--- src/rtl/noc_xbar_interconnect.sv ---
// rtl/noc_xbar_interconnect.sv - N-port crossbar: per-source ingress FIFOs, per-destination RR arbiters
// and one-entry egress registers with a valid/read handshake.
module noc_xbar_interconnect #(
  parameter int N_CORES = 4,
  parameter int ADDR_W  = 2,
  parameter int DATA_W  = 32,
  parameter int DEPTH   = 16,
  parameter int OCUP_W  = 5
) (
  input  logic                        clk,
  input  logic                        reset,
  input  logic [N_CORES-1:0]          wr_en,
  input  logic [N_CORES*ADDR_W-1:0]   wr_addr,
  input  logic [N_CORES*DATA_W-1:0]   wr_data,
  output logic [N_CORES-1:0]          full,
  output logic [N_CORES*OCUP_W-1:0]   ocup,
  output logic [N_CORES-1:0]          err,
  input  logic [N_CORES-1:0]          rd_en,
  output logic [N_CORES-1:0]          rd_valid,
  output logic [N_CORES*DATA_W-1:0]   rd_data,
  output logic [N_CORES*ADDR_W-1:0]   rd_src
);
  localparam int PTR_W = $clog2(DEPTH);
  localparam int ENT_W = ADDR_W + DATA_W;

  logic [ENT_W-1:0]  mem_q   [N_CORES][DEPTH];
  logic [PTR_W-1:0]  wptr_q  [N_CORES];
  logic [PTR_W-1:0]  rptr_q  [N_CORES];
  logic [OCUP_W-1:0] cnt_q   [N_CORES];
  logic [N_CORES-1:0] err_q;
  logic [N_CORES-1:0] vld_q;
  logic [DATA_W-1:0] rdat_q  [N_CORES];
  logic [ADDR_W-1:0] rsrc_q  [N_CORES];
  logic [ADDR_W-1:0] rr_q    [N_CORES];

  logic [N_CORES-1:0] full_w, push_w, drop_w, pop_w, gnt_vld_w;
  logic [ADDR_W-1:0]  gnt_src_w [N_CORES];
  logic [ADDR_W-1:0]  head_dest_w [N_CORES];
  logic [DATA_W-1:0]  head_data_w [N_CORES];

  // Ingress acceptance uses the pre-edge full flag, so a same-cycle pop never frees room.
  always_comb begin
    full_w = '0;
    push_w = '0;
    drop_w = '0;
    for (int i = 0; i < N_CORES; i++) begin
      full_w[i] = (cnt_q[i] == OCUP_W'(DEPTH));
      push_w[i] = wr_en[i] && !full_w[i] && (int'(wr_addr[i*ADDR_W +: ADDR_W]) < N_CORES);
      drop_w[i] = wr_en[i] && !push_w[i];
      head_dest_w[i] = mem_q[i][rptr_q[i]][ENT_W-1 -: ADDR_W];
      head_data_w[i] = mem_q[i][rptr_q[i]][DATA_W-1:0];
    end
  end

  // Per-destination round-robin search starting one past the last granted source.
  always_comb begin
    int s;
    s         = 0;
    pop_w     = '0;
    gnt_vld_w = '0;
    for (int d = 0; d < N_CORES; d++) gnt_src_w[d] = '0;
    for (int d = 0; d < N_CORES; d++) begin
      if (!vld_q[d] || rd_en[d]) begin
        for (int k = 1; k <= N_CORES; k++) begin
          s = int'(rr_q[d]) + k;
          if (s >= N_CORES) s = s - N_CORES;
          if (!gnt_vld_w[d] && (cnt_q[s] != '0) && (head_dest_w[s] == ADDR_W'(d))) begin
            gnt_vld_w[d] = 1'b1;
            gnt_src_w[d] = ADDR_W'(s);
            pop_w[s]     = 1'b1;
          end
        end
      end
    end
  end

  always_ff @(posedge clk) begin
    for (int i = 0; i < N_CORES; i++) begin
      if (push_w[i]) begin
        mem_q[i][wptr_q[i]] <= {wr_addr[i*ADDR_W +: ADDR_W], wr_data[i*DATA_W +: DATA_W]};
      end
    end
  end

  always_ff @(posedge clk or negedge reset) begin
    if (!reset) begin
      err_q <= '0;
      vld_q <= '0;
      for (int i = 0; i < N_CORES; i++) begin
        wptr_q[i] <= '0;
        rptr_q[i] <= '0;
        cnt_q[i]  <= '0;
        rdat_q[i] <= '0;
        rsrc_q[i] <= '0;
        rr_q[i]   <= ADDR_W'(N_CORES - 1);
      end
    end else begin
      for (int i = 0; i < N_CORES; i++) begin
        if (push_w[i]) wptr_q[i] <= wptr_q[i] + PTR_W'(1);
        if (pop_w[i])  rptr_q[i] <= rptr_q[i] + PTR_W'(1);
        cnt_q[i] <= cnt_q[i] + OCUP_W'(push_w[i]) - OCUP_W'(pop_w[i]);
        if (drop_w[i]) err_q[i] <= 1'b1;
      end
      for (int d = 0; d < N_CORES; d++) begin
        if (gnt_vld_w[d]) begin
          vld_q[d]  <= 1'b1;
          rdat_q[d] <= head_data_w[gnt_src_w[d]];
          rsrc_q[d] <= gnt_src_w[d];
          rr_q[d]   <= gnt_src_w[d];
        end else if (rd_en[d]) begin
          vld_q[d] <= 1'b0;
        end
      end
    end
  end

  always_comb begin
    full    = full_w;
    err     = err_q;
    rd_valid = vld_q;
    ocup    = '0;
    rd_data = '0;
    rd_src  = '0;
    for (int i = 0; i < N_CORES; i++) begin
      ocup[i*OCUP_W +: OCUP_W]    = cnt_q[i];
      rd_data[i*DATA_W +: DATA_W] = rdat_q[i];
      rd_src[i*ADDR_W +: ADDR_W]  = rsrc_q[i];
    end
  end
endmodule

--- config.mk ---
export PLATFORM = sky130hd
export DESIGN_NAME = noc_xbar_interconnect
export DESIGN_NICKNAME = d
export VERILOG_FILES = /design/src/rtl/noc_xbar_interconnect.sv
export SDC_FILE = /design/constraint.sdc
export NUM_CORES = 2
export LEC_CHECK = 0
export ABC_AREA = 1
export CORE_ASPECT_RATIO = 1.4
export CORE_UTILIZATION = 44
export DETAILED_ROUTE_END_ITERATION = 10
export GPL_TIMING_DRIVEN = 1
export REMOVE_ABC_BUFFERS = 1
export SYNTH_ARGS = -nofsm -noshare
export SYNTH_HDL_FRONTEND = slang
export SYNTH_SLANG_ARGS = --single-unit
--- constraint.sdc ---
create_clock -name clk -period 5.4 [get_ports clk]
set_input_delay 1.08 -clock clk [delete_from_list [all_inputs] [get_ports clk]]
set_output_delay 1.08 -clock clk [all_outputs]
set_load 0.005 [all_outputs]
# Word-level counts from Yosys, hierarchy flattened
# Memory sizes are Yosys's and may differ from the RTL's.
# Cells that the tools add are included.
[word_totals]
reg_bits = 204
ramBits = 2176
in_bits = 146
output_inout_bits = 168
n_memories = 1
[memory_table]
columns = ["name", "words", "word_bits", "rd", "rd_ports_with_merged_regs", "write_ports", "line", "rtl"]
rows = [
  ["mem_q", 4, 544, 4, 0, 4, "26", "logic [ENT_W-1:0] mem_q [N_CORES][DEPTH];"],
]
[op_classes]
addsub = 48
magnitude_cmp = 80
eq_ne = 16
mux = 292
bitwise_logic = 43
n_reduce_logical = 108
[ops]
columns = ["operator", "count"]
rows = [
  ["$mux W544", 4],
  ["$mux W32", 40],
  ["$bmux W34 S4", 4],
  ["$demux W34 S4", 4],
  ["$ge A32 B1 Y1 const B", 16],
  ["$ge A32 B3 Y1 const B", 16],
  ["$lt A32 B4 Y1 const B", 16],
  ["$not A32 Y32", 16],
  ["$mux W34", 12],
  ["$bmux W32 S2", 4],
  ["$bmux W5 S2", 16],
  ["$mux W5", 32],
  ["$mux W4", 32],
  ["$mux W2", 52],
  ["$reduce_bool A5 Y1", 16],
  ["$bmux W2 S2", 16],
  ["$mux W1", 60],
  ["$or A4 B4 Y4", 15],
  ["$logic_and A1 B1 Y1", 56],
  ["$ge A3 B3 Y1 const B", 16],
  ["$sub A3 B3 Y4 const B", 12],
  ["$ge A5 B5 Y1 const B", 8],
  ["$not A4 Y5", 8],
  ["$add A4 B1 Y4 const B", 8],
  ["17 further kinds", 108],
]

# Longest topological paths before layout
[logic_depth]
ltp_word = 64
depth_mapped = 32
depth_no_buf = 30

# Worst setup path before layout
# OpenSTA, ideal clock, no wires.
[synth_path]
kind = "register to register"
from = "register rr_q[2] in the netlist's numbering"
to = "register cnt_q, in the netlist ocup[9]"
arrival_time_ps = 4273
setup_slack_ps = 1048
stages_incl_launch_ff = 28
path_buffers = 4
synth_period_minus_slack_ps = 4352
cell_sequence = "dfstp_2 > clkbuf_1 > buf_2 > inv_1 > clkbuf_1 > ha_1 > buf_2 > inv_1 > nand2_1 > nor3_1 > a31oi_1 > nand4_4 > nand4_1 > inv_1 > nand2_1 > nand2_1 > nand2_1 > nand2_1 > nor2_1 > inv_1 > ha_1 > inv_1 > ha_1 > fa_1 > a21oi_1 > nor2_1 > nor2_1 > xor2_1"
[synth_via]
elab_chain_len = 40
elab_cells_between_ends = 117
cone_classes = "9 x add/sub; 12 x order compare; 4 x eq/ne; 62 x mux; 12 x bitwise; 18 x reduce/logical"
[synth_lines]
columns = ["element", "line", "rtl"]
rows = [
  ["start, declared", "34", "logic [ADDR_W-1:0] rr_q [N_CORES];"],
  ["start signal, assigned by index", "95", "rr_q[i] <= ADDR_W'(N_CORES - 1);"],
  ["start signal, assigned by index", "109", "rr_q[d] <= gnt_src_w[d];"],
  ["parallel branches: the longest is 25 deep, another holds $ge A32 B1 Y1", "n/a", ""],
  ["$mux W4 (*)", "67", "if (!gnt_vld_w[d] && (cnt_q[s] != '0) && (head_dest_w[s] == ADDR_W'(d))) begin"],
  ["$mux W4 (*)", "63", "if (!vld_q[d] || rd_en[d]) begin"],
  ["$or A4 B4 Y4 (no line)", "n/a", ""],
  ["$mux W4", "67", ""],
  ["$mux W4", "63", ""],
  ["$or A4 B4 Y4 (no line)", "n/a", ""],
  ["$mux W4", "67", ""],
  ["$mux W4", "63", ""],
  ["$or A4 B4 Y4 (no line)", "n/a", ""],
  ["$mux W4", "67", ""],
  ["$mux W4", "63", ""],
  ["$or A4 B4 Y4 (no line)", "n/a", ""],
  ["$mux W4", "67", ""],
  ["$mux W4 (*)", "63", ""],
  ["via pop_w[1]", "36", "logic [N_CORES-1:0] full_w, push_w, drop_w, pop_w, gnt_vld_w;"],
  ["$sub A5 B1 Y5 (*)", "101", "cnt_q[i] <= cnt_q[i] + OCUP_W'(push_w[i]) - OCUP_W'(pop_w[i]);"],
  ["end signal, assigned by index", "101", ""],
  ["end, declared", "29", "logic [OCUP_W-1:0] cnt_q [N_CORES];"],
]
# Mark *: on every way through the listed nets, which the timed path passes. The select of a mux whose other input is x is not followed.
# A chain may end at the register's enable or synchronous reset.

# Worst setup path after layout
# Same ends and word-level chain as after synthesis.

==> metrics.cfg <==
[run_status]
status = completed

[critical_path]
end_kind = flop
path_cells = inv_1 > ha_1 > inv_1 > nand2_1 > nor3_1 > a31oi_1 > nand4_4 > nand3_1 > nor2_1 > nor2_1 > nand2_1 > nand2_1 > nand2_1 > nor2_1 > inv_1 > ha_1 > inv_1 > ha_1 > fa_1 > a21oi_1 > nor2_1 > nor2_1 > xor2_1
worstPathMaxFanout = 21
crit_type = reg2reg
rr_startpoint = rr_q[2]$_DFFE_PN1P_
r2r_setup_slack_ps = 330
worstPathRequired_ps = 6160
cp_common_cell = nor2_1
critPathLaunch = rr_q[2]$_DFFE_PN1P_
worstPathArrival_ps = 5840
cpPeakStageDelay_ps = 770
cp_slowest_cell = dfstp_2
cp-start-kind = flop

[grt]
antenna_found_initial = 34
grt_use_met2_pct = 46.5
grt_pass1_vias = 69200
grt_usage_pct = 28.1
grt_pass1_wl_mm = 481
grtUsageMet1_pct = 35.8
busiest_layer = met2
grt_overflow = 0
grt_max_degree = 209
use_met3_pct = 6.19

[floorplanning]
die_h_um = 569
design.core.area_mm2 = 0.228
start_util_pct = 44.4
dieArea_mm2 = 0.232
pin_count = 314
rows = 207
die_w_um = 407

[timing]
relSlewSlack_pct = 18.5
fmax_mhz = 197
skew_ps = 92.8
whs_ps = 181
finalCritPeriodShare_pct = 94.0
finalSetupViolations = 0
setup_slack_ps = 326
final.setup.tns_ps = 0
rsz0062_at_grt = no
period_minus_slack_ps = 5070
slew_violations = 0
hold_violations = 0
worst_pin_slew_ps = 1220

[drt]
drt-vias-per-instance = 5.87
via_count = 72500
finalWirelength_mm = 333
drt_pass1_iterations = 6
drcViolationCount = 0
wl_per_cell_um = 26.9
drtAntennaViolNets = 0
drt_iter0_drc = 8153

[finish]
syn_to_final_growth_pct = 13.8
postLayoutCellArea_mm2 = 0.115
drive_gt1_share_pct = 7.81
nNetsFinal = 9347

[logic_synthesis]
syn_area_mm2 = 0.101
ys_seq_area_share_pct = 69.6
synth_top_area_cell = edfxtp_1
ys_warn_count = 0
synth-async-reset-ratio_pct = 8.57
synthTopCellsByCount = nand2_1, edfxtp_1, o21ai_0
synth-edff-count = 2176
synth_cell_types = 51
yosysTopAreaCellShare_pct = 64.6
synth.most_common_cell = nand2_1
synth_area_leaders = edfxtp_1, nand2_1, dfrtp_1, o21ai_0, nand3_1
ys_ff_latch = 2380
netlist_instances = 8952
synthFlopType = edfxtp_1
syn_area_per_cell_um2 = 11.3

[cts]
holdBufCountCts = 0
numCtsBuffers = 225
post_cts_buffers = 0
clkLatencyLatePin_ps = 910
clk_pin_slew_ps = 80
cts_tree = done
clock_sinks = 2380
clockBufferDepth = 4
cts-resized-gates = 0
cts_root_buf = clkbuf_16
htreeDepth = 4

[placement]
place_area_mm2 = 0.108
hpwl_mm = 201
io_buffers = 313
place.gp.congestion = 0.921
dp_worst_setup_slack_ps = 416

[run]
maxCapViolations = 0

[worst_hold_path]
hp-class = in2async

## final cells by class
class	instances	area [um^2]
diodes	18	45.0
clock buffers	294	6150
clock inverters	111	956
fillers	19900	113000
inverters	308	1180
multi-input cells	5681	27500
flip-flops and latches	2380	70500
well taps	3030	3790
repair buffers	537	5060
## cell families (layout without fill, tap and decap cells)
family / Yosys count / in the layout / share of synthesized area (%)
simple gates: 4027 / 4027 / 16.6
flops: 2380 / 2380 / 69.6
compound gates: 1551 / 1551 / 8.88
buf+inv: 891 / 1250 / 3.70
fa+ha+maj: 68 / 68 / 0.871
xor+xnor: 35 / 35 / 0.303
other cells: 0 / 18 / 0
## state kept, by name, summed over array words and instances, names as in the netlist
name	cells
err	4
mem_q	2176
ocup	20
rd_data	128
rd_src	8
rd_valid	4
rptr_q	16
rr_q	8
wptr_q	16
## cells in the final DEF (no fill, tap or decap), types with 64 or more instances in the layout
master	instances
clkbuf_16	229
inv_1	269
nand4_1	192
nand2_1	2304
a21oi_1	336
buf_4	205
ha_1	64
nor2_4	74
o21ai_0	775
a221oi_1	153
dfrtp_1	181
nand3_1	736
o22ai_1	153
edfxtp_1	2176
o221ai_1	103
nor2_1	646
clkdlybuf4s50_1	312
## critical path: cells and delay by family, from the launching register on
kind            cells  cell delay, ps
xor+xnor            1             160
simple gates       12            1530
fa+ha+maj           4            1430
buf+inv             4             630
flops               1             770
compound gates      2             450
## stage by stage
step | instances | utilization, %
floorplan | 8369 | -
global placement | 11900 | 47.4
detailed placement | 11900 | 47.4
CTS | 12300 | 50.5
global route | 12300 | 50.5
finish | 12400 | 50.5
## layer usage
metal  part of all wire [%]  vias to the layer above
met3                    9.4                      703
met4                    4.3                       28
met5                  0.054                        -
met2                     48                     3433
li1                       -                    32300
met1                     39                    36100
## path summary, 6_finish.rpt
path,end,depth (start not counted)
max in group asynchronous,rd_data[125]$_DFFE_PN0P_,2
min in group clk,err[3]$_DFFE_PN0P_,1
worst min-delay path,wptr_q[14]$_DFFE_PN0P_,1
worst max register to register,ocup[9]$_DFF_PN0_,23
worst min register to register,err[3]$_DFFE_PN0P_,1
worst max-delay path,ocup[9]$_DFF_PN0_,23
Power is not shown: default switching activity piles up to over one toggle a cycle in this logic, so the estimate is an artifact.
